### src/rtl/axi_aw_burst_splitter.sv
// Splits one DMA-style write request into AXI4 INCR bursts that are at most MAX_BURST beats long
// and never cross a 4 KiB boundary. It also reports each burst's beat count to the W-data side.
module axi_aw_burst_splitter #(
    parameter int AXI_AWID_WIDTH   = 1,
    parameter int AXI_AWADDR_WIDTH = 32,
    parameter int AXI_AWUSER_WIDTH = 1,
    parameter int AWID_VALUE       = 0,
    parameter int DATA_BYTES       = 8,
    parameter int MAX_BURST        = 16,
    parameter int LEN_WIDTH        = 24
) (
    input  logic                        aclk,
    input  logic                        aresetn,
    input  logic                        req_valid,
    output logic                        req_ready,
    input  logic [AXI_AWADDR_WIDTH-1:0] req_addr,
    input  logic [LEN_WIDTH-1:0]        req_len,
    output logic                        done,
    output logic                        busy,
    output logic [AXI_AWID_WIDTH-1:0]   awid,
    output logic [AXI_AWADDR_WIDTH-1:0] awaddr,
    output logic [7:0]                  awlen,
    output logic [2:0]                  awsize,
    output logic [1:0]                  awburst,
    output logic                        awlock,
    output logic [3:0]                  awcache,
    output logic [2:0]                  awprot,
    output logic [3:0]                  awqos,
    output logic [3:0]                  awregion,
    output logic [AXI_AWUSER_WIDTH-1:0] awuser,
    output logic                        awvalid,
    input  logic                        awready,
    output logic                        wb_valid,
    output logic [8:0]                  wb_beats,
    input  logic                        wb_ready
);
    localparam int AW        = AXI_AWADDR_WIDTH;
    localparam int SIZE_LOG2 = $clog2(DATA_BYTES);
    localparam int RW        = LEN_WIDTH + 1;
    localparam logic [AW-1:0] ALIGN_MASK = AW'(DATA_BYTES - 1);

    typedef enum logic [1:0] {IDLE, CALC, ISSUE} state_t;

    state_t        state_q, state_d;
    logic [AW-1:0] addr_q, addr_d;
    logic [RW-1:0] rem_q, rem_d;
    logic          aw_done_q, aw_done_d;
    logic          wb_done_q, wb_done_d;
    logic          req_ready_q, req_ready_d;
    logic          done_q, done_d;
    logic          busy_q, busy_d;
    logic          awvalid_q, awvalid_d;
    logic [AW-1:0] awaddr_q, awaddr_d;
    logic [7:0]    awlen_q, awlen_d;
    logic          wb_valid_q, wb_valid_d;
    logic [8:0]    wb_beats_q, wb_beats_d;

    logic [RW-1:0] req_beats;
    logic [12:0]   to_4k;
    logic [8:0]    rem_cap;
    logic [8:0]    burst_n;
    logic          aw_hs, wb_hs, aw_fin, wb_fin;

    // Beat count of the whole request, rounded up to full bus words.
    assign req_beats = (RW'(req_len) + RW'(DATA_BYTES - 1)) >> SIZE_LOG2;
    assign to_4k     = (13'h1000 - {1'b0, addr_q[11:0]}) >> SIZE_LOG2;
    assign rem_cap   = (rem_q > RW'(MAX_BURST)) ? 9'(MAX_BURST) : 9'(rem_q);
    assign burst_n   = (13'(rem_cap) > to_4k) ? 9'(to_4k) : rem_cap;

    assign aw_hs  = awvalid_q & awready;
    assign wb_hs  = wb_valid_q & wb_ready;
    assign aw_fin = aw_done_q | aw_hs;
    assign wb_fin = wb_done_q | wb_hs;

    always_comb begin
        state_d     = state_q;
        addr_d      = addr_q;
        rem_d       = rem_q;
        aw_done_d   = aw_done_q;
        wb_done_d   = wb_done_q;
        req_ready_d = req_ready_q;
        done_d      = 1'b0;
        busy_d      = busy_q;
        awvalid_d   = awvalid_q;
        awaddr_d    = awaddr_q;
        awlen_d     = awlen_q;
        wb_valid_d  = wb_valid_q;
        wb_beats_d  = wb_beats_q;
        case (state_q)
            IDLE: begin
                req_ready_d = 1'b1;
                if (req_valid && req_ready_q) begin
                    addr_d = req_addr & ~ALIGN_MASK;
                    rem_d  = req_beats;
                    if (req_beats == '0) begin
                        done_d = 1'b1;
                    end else begin
                        busy_d      = 1'b1;
                        req_ready_d = 1'b0;
                        state_d     = CALC;
                    end
                end
            end
            CALC: begin
                awaddr_d   = addr_q;
                awlen_d    = 8'(burst_n - 9'd1);
                wb_beats_d = burst_n;
                awvalid_d  = 1'b1;
                wb_valid_d = 1'b1;
                aw_done_d  = 1'b0;
                wb_done_d  = 1'b0;
                state_d    = ISSUE;
            end
            ISSUE: begin
                if (aw_hs) awvalid_d = 1'b0;
                if (wb_hs) wb_valid_d = 1'b0;
                aw_done_d = aw_fin;
                wb_done_d = wb_fin;
                // Advance only when both the AW and the W-side handshakes are complete.
                if (aw_fin && wb_fin) begin
                    aw_done_d = 1'b0;
                    wb_done_d = 1'b0;
                    addr_d    = addr_q + (AW'(wb_beats_q) << SIZE_LOG2);
                    rem_d     = rem_q - RW'(wb_beats_q);
                    if (rem_q == RW'(wb_beats_q)) begin
                        done_d      = 1'b1;
                        busy_d      = 1'b0;
                        req_ready_d = 1'b1;
                        state_d     = IDLE;
                    end else begin
                        state_d = CALC;
                    end
                end
            end
            default: state_d = IDLE;
        endcase
    end

    always_ff @(posedge aclk or negedge aresetn) begin
        if (!aresetn) begin
            state_q     <= IDLE;
            addr_q      <= '0;
            rem_q       <= '0;
            aw_done_q   <= 1'b0;
            wb_done_q   <= 1'b0;
            req_ready_q <= 1'b0;
            done_q      <= 1'b0;
            busy_q      <= 1'b0;
            awvalid_q   <= 1'b0;
            awaddr_q    <= '0;
            awlen_q     <= '0;
            wb_valid_q  <= 1'b0;
            wb_beats_q  <= '0;
        end else begin
            state_q     <= state_d;
            addr_q      <= addr_d;
            rem_q       <= rem_d;
            aw_done_q   <= aw_done_d;
            wb_done_q   <= wb_done_d;
            req_ready_q <= req_ready_d;
            done_q      <= done_d;
            busy_q      <= busy_d;
            awvalid_q   <= awvalid_d;
            awaddr_q    <= awaddr_d;
            awlen_q     <= awlen_d;
            wb_valid_q  <= wb_valid_d;
            wb_beats_q  <= wb_beats_d;
        end
    end

    // A misaligned start address is a caller bug; the hardware simply clears the low bits.
    always_ff @(posedge aclk) begin
        if (aresetn && req_valid && req_ready_q)
            assert ((req_addr & ALIGN_MASK) == '0);
    end

    assign req_ready = req_ready_q;
    assign done      = done_q;
    assign busy      = busy_q;
    assign awvalid   = awvalid_q;
    assign awaddr    = awaddr_q;
    assign awlen     = awlen_q;
    assign wb_valid  = wb_valid_q;
    assign wb_beats  = wb_beats_q;

    assign awid     = AXI_AWID_WIDTH'(AWID_VALUE);
    assign awsize   = 3'(SIZE_LOG2);
    assign awburst  = 2'b01;
    assign awlock   = 1'b0;
    assign awcache  = 4'b0011;
    assign awprot   = 3'b000;
    assign awqos    = 4'd0;
    assign awregion = 4'd0;
    assign awuser   = '0;
endmodule

### config.mk
export PLATFORM = sky130hd
export DESIGN_NAME = axi_aw_burst_splitter
export DESIGN_NICKNAME = d
export VERILOG_FILES = /design/src/rtl/axi_aw_burst_splitter.sv
export SDC_FILE = /design/constraint.sdc
export NUM_CORES = 1
export LEC_CHECK = 0
export BUFFER_PORTS_ARGS = -buffer_cell sky130_fd_sc_hd__buf_2
export CORE_MARGIN = 1
export CORE_UTILIZATION = 58
export CTS_BUF_LIST = sky130_fd_sc_hd__clkbuf_4
export DETAILED_ROUTE_END_ITERATION = 8
export PLACE_DENSITY = 0.83
export SLEW_MARGIN = 20
export SYNTH_ARGS = -nofsm -noshare
export SYNTH_HDL_FRONTEND = slang
export SYNTH_SLANG_ARGS = --single-unit
### constraint.sdc
create_clock -name aclk -period 4.94 [get_ports aclk]
set_input_delay 0 -clock aclk [delete_from_list [all_inputs] [get_ports aclk]]
set_output_delay 0 -clock aclk [all_outputs]
set_load 0.02 [all_outputs]
==> run summary <==
status = completed
first-pass GRT wire length = 31000 um
final wirelength = 19000 um
Placer Congestion = 0.892
crit path from = rem_q[15]$_DFFE_PN0P_
critical setup path kind = reg2reg
WHS Path Cells = 5
Fin. Hold Viols = 0
Post-synth top flop = dfrtp_1
Synth async-reset ratio = 100%
Worst-path clk slew = 170 ps
Syn Inst Count = 823
Slowest-stage cell, CP = or4_1
Wirelength per Cell = 16.5 um
min-delay src = req_len[8]
Core Region = 12100 sq um
post-DP HPWL = 12800 um
slew margin rel. = 35.1%
root buf cell = clkbuf_4
Post-synth EDFFs = 0
Congestion Overflow GR = 0
Synth Cell Area = 7280 sq um
skew final = 28.3 ps
FP Rows = 40
DR iter-0 viols = 698
vias in the first global route = 6440
mean post-synth cell area = 8.85 sq um
ratio of cells with drive above 1 in the final layout = 18.1%
Max Fanout on Critical Path = 9
Starting Density = 60.1%
#FFs+latches synth = 109
GR Util met1 = 40.4%
Final Cell Area = 8610 sq um
Setup TNS Final = 0 ps
startpoint types = flip-flop
worst skew pair latency = 520 ps
M2 GR Usage = 49.0%
first-pass iteration count of the detailed router = 6
number of remaining DRC errors = 0
post-synth cell types = 72
worst r2r path cells = 16
clock sink count = 109
fin crit share = 88.6%
CTS H-tree lvls = 3
CP max stage delay = 540 ps
critical-path cell list = or4_1, nor3_2, and4b_1, inv_1, nor2_1, ha_1, nand2_1, nor3_1, a21oi_1, and3_1, mux2i_1, ha_1, nand2_1, or3_1, a311oi_1, a21o_1
grt peak-use layer = met2
IO Pins = 138
Static Leak = 3.86 nW
VDD IR max = 0.262 mV
pin count of the biggest net entering global routing = 76
fmax = 228 MHz
met3 Track Usage GR = 5.29%
fill count = 976
# port buffers = 108
count of pins over their slew limit = 0
Worst-Margin Slew = 970 ps
initial antenna violation count = 1
Die Span Y = 114 um
YS warnings = 0
min Tclk post-route = 4380 ps
final setup fails = 0
Die X = 114 um
RR Startpoint = rem_q[15]$_DFFE_PN0P_
post-route ant nets = 0
register area share after synthesis = 37.4%
total power draw = 5.60 mW
Total GRT Usage = 30.1%
CP arrival = 4830 ps
Maximum Capacitance Violations = 0
placed cell area = 7860 sq um
Vias per Instance = 5.96
worst endpoint required time = 5390 ps
power per cell area = 651 nW/um^2
clk buf depth = 2
Num CTS Buffers = 9
unrepaired setup endpoints after global routing = no
Hold WC Path Type = in2reg
# nets final = 1074
crit path capture type = flip-flop
CTS tree = yes
via count = 6861
die area = 13000 sq um
Area Overhead vs Synth = 18.1%
## worst paths after layout
check                           slack (ps)                endpoint
worst max register to register         560    awlen[4]$_DFFE_PN0P_
worst max-delay path                   560    awlen[4]$_DFFE_PN0P_
worst min-delay path                    40    rem_q[5]$_DFFE_PN0P_
min in group asynchronous              170    rem_q[7]$_DFFE_PN0P_
max in group asynchronous             3730  state_q[0]$_DFFE_PN0P_
worst min register to register         510    awlen[4]$_DFFE_PN0P_
## state kept, by name (all words and copies together), names as in the netlist
register and cells:
state_q 2, rem_q 25, wb_valid 1, busy 1, req_ready 1, wb_beats 9
awaddr 29, done 1, addr_q 29, aw_done_q 1, wb_done_q 1, awvalid 1
awlen 8
## routing by layer
layer	wire, um	part of all wire (%)	vias up
li1	-	-	3227
met1	8200	43	3265
met2	8990	47	334
met3	1460	7.7	35
met4	365	1.9	0
met5	0	0	-
## cell usage after synthesis (all sizes together), types with 3 or more instances
cell type	count	area [sq um]
a21o	7	52.6
a21oi	58	290
a221o	3	30.0
a311oi	3	26.3
a31oi	8	50.1
a41oi	3	26.3
and2	4	25.0
and3	15	96.3
and4	4	35.0
buf	37	258
clkbuf	25	93.8
dfrtp	109	2730
ha	34	425
inv	44	165
mux2	33	372
mux2i	16	173
nand2	85	324
nand2b	7	43.8
nand3	24	120
nand4	16	100
nor2	61	236
nor2b	6	37.5
nor3	22	120
nor4	12	90.1
o211ai	4	30.0
o21a	9	67.6
o21ai	57	285
o22ai	20	125
o311ai	3	43.8
o31a	3	26.3
o32ai	5	43.8
or3	11	70.1
or4	5	37.5
xnor2	25	219
xor2	11	96.3
## metrics by stage
step                hold WS (ps)  instances  worst slack (ps)  util, %
floorplan                   -296        851               878        -
global placement             208       1073               802     64.9
detailed placement           207       1073               672     64.9
CTS                         21.7       1150               615     71.0
global route                45.5       1151               287     71.1
finish                      36.7       1151               561     71.1
## where the power goes
part           internal, mW  switching [mW]  leakage, nW
logic                  1.38            2.00         2.48
registers              1.31           0.447         1.31
clock network         0.152           0.319       0.0704
## area by class of cell
cell class                 instances  area (sq um)  share of cell area [%]
clock buffer                       9          67.6                   0.785
antenna                            1          2.50                  0.0291
multi-input combinational        636          4150                    48.3
tap                              168           210                    2.44
clock inverter                     7          65.1                   0.756
sequential                       109          2730                    31.7
timing repair buffer             177          1210                    14.1
inverter                          44           165                    1.92
## cell usage in the layout, fill, tap and decap left out, drive strengths merged, types with 6 or more instances in the layout
master,netlist,layout
conb,2,30
a21oi,58,58
nor2b,6,6
nor2,61,61
dfrtp,109,109
a21o,7,7
nor3,22,22
nor4,12,12
clkbuf,25,9
a31oi,8,8
nand3,24,24
and3,15,15
o21ai,57,57
nand2,85,85
dlygate4sd3,0,61
xor2,11,11
nand2b,7,7
inv,44,45
mux2i,16,16
nand4,16,16
o22ai,20,20
or3,11,11
buf,37,116
ha,34,34
mux2,33,33
xnor2,25,25
o21a,9,9
## cells by family (layout without fill, tap and decap cells)
family                     after synthesis  after routing  share of synthesized area, %
DFF                                    109            109                          37.4
buffers and inverters                  106            237                          7.09
xor gates and xnor gates                36             36                          4.33
other                                    2             31                         0.103
and+or+nand+nor                        281            281                          19.4
muxes                                   49             49                          7.47
adders and majority gates               36             36                          6.39
AOI/OAI and AO/OA                      204            204                          17.7
## worst max-delay path: cells and delay by family, from the launching register on
kind / cells / cell delay, ps
buf+inv: 1 / 110
compound gates: 3 / 510
flops: 1 / 450
fa+ha+maj: 2 / 540
simple gates: 9 / 2390
mux: 1 / 290
## what timing repair did
action,in CTS,in global routing
gates resized for setup,0,0
buffers inserted,0,0
hold buffers,61,0
hold endpoints to repair,130,0
Power figures use the tool's default switching activity.
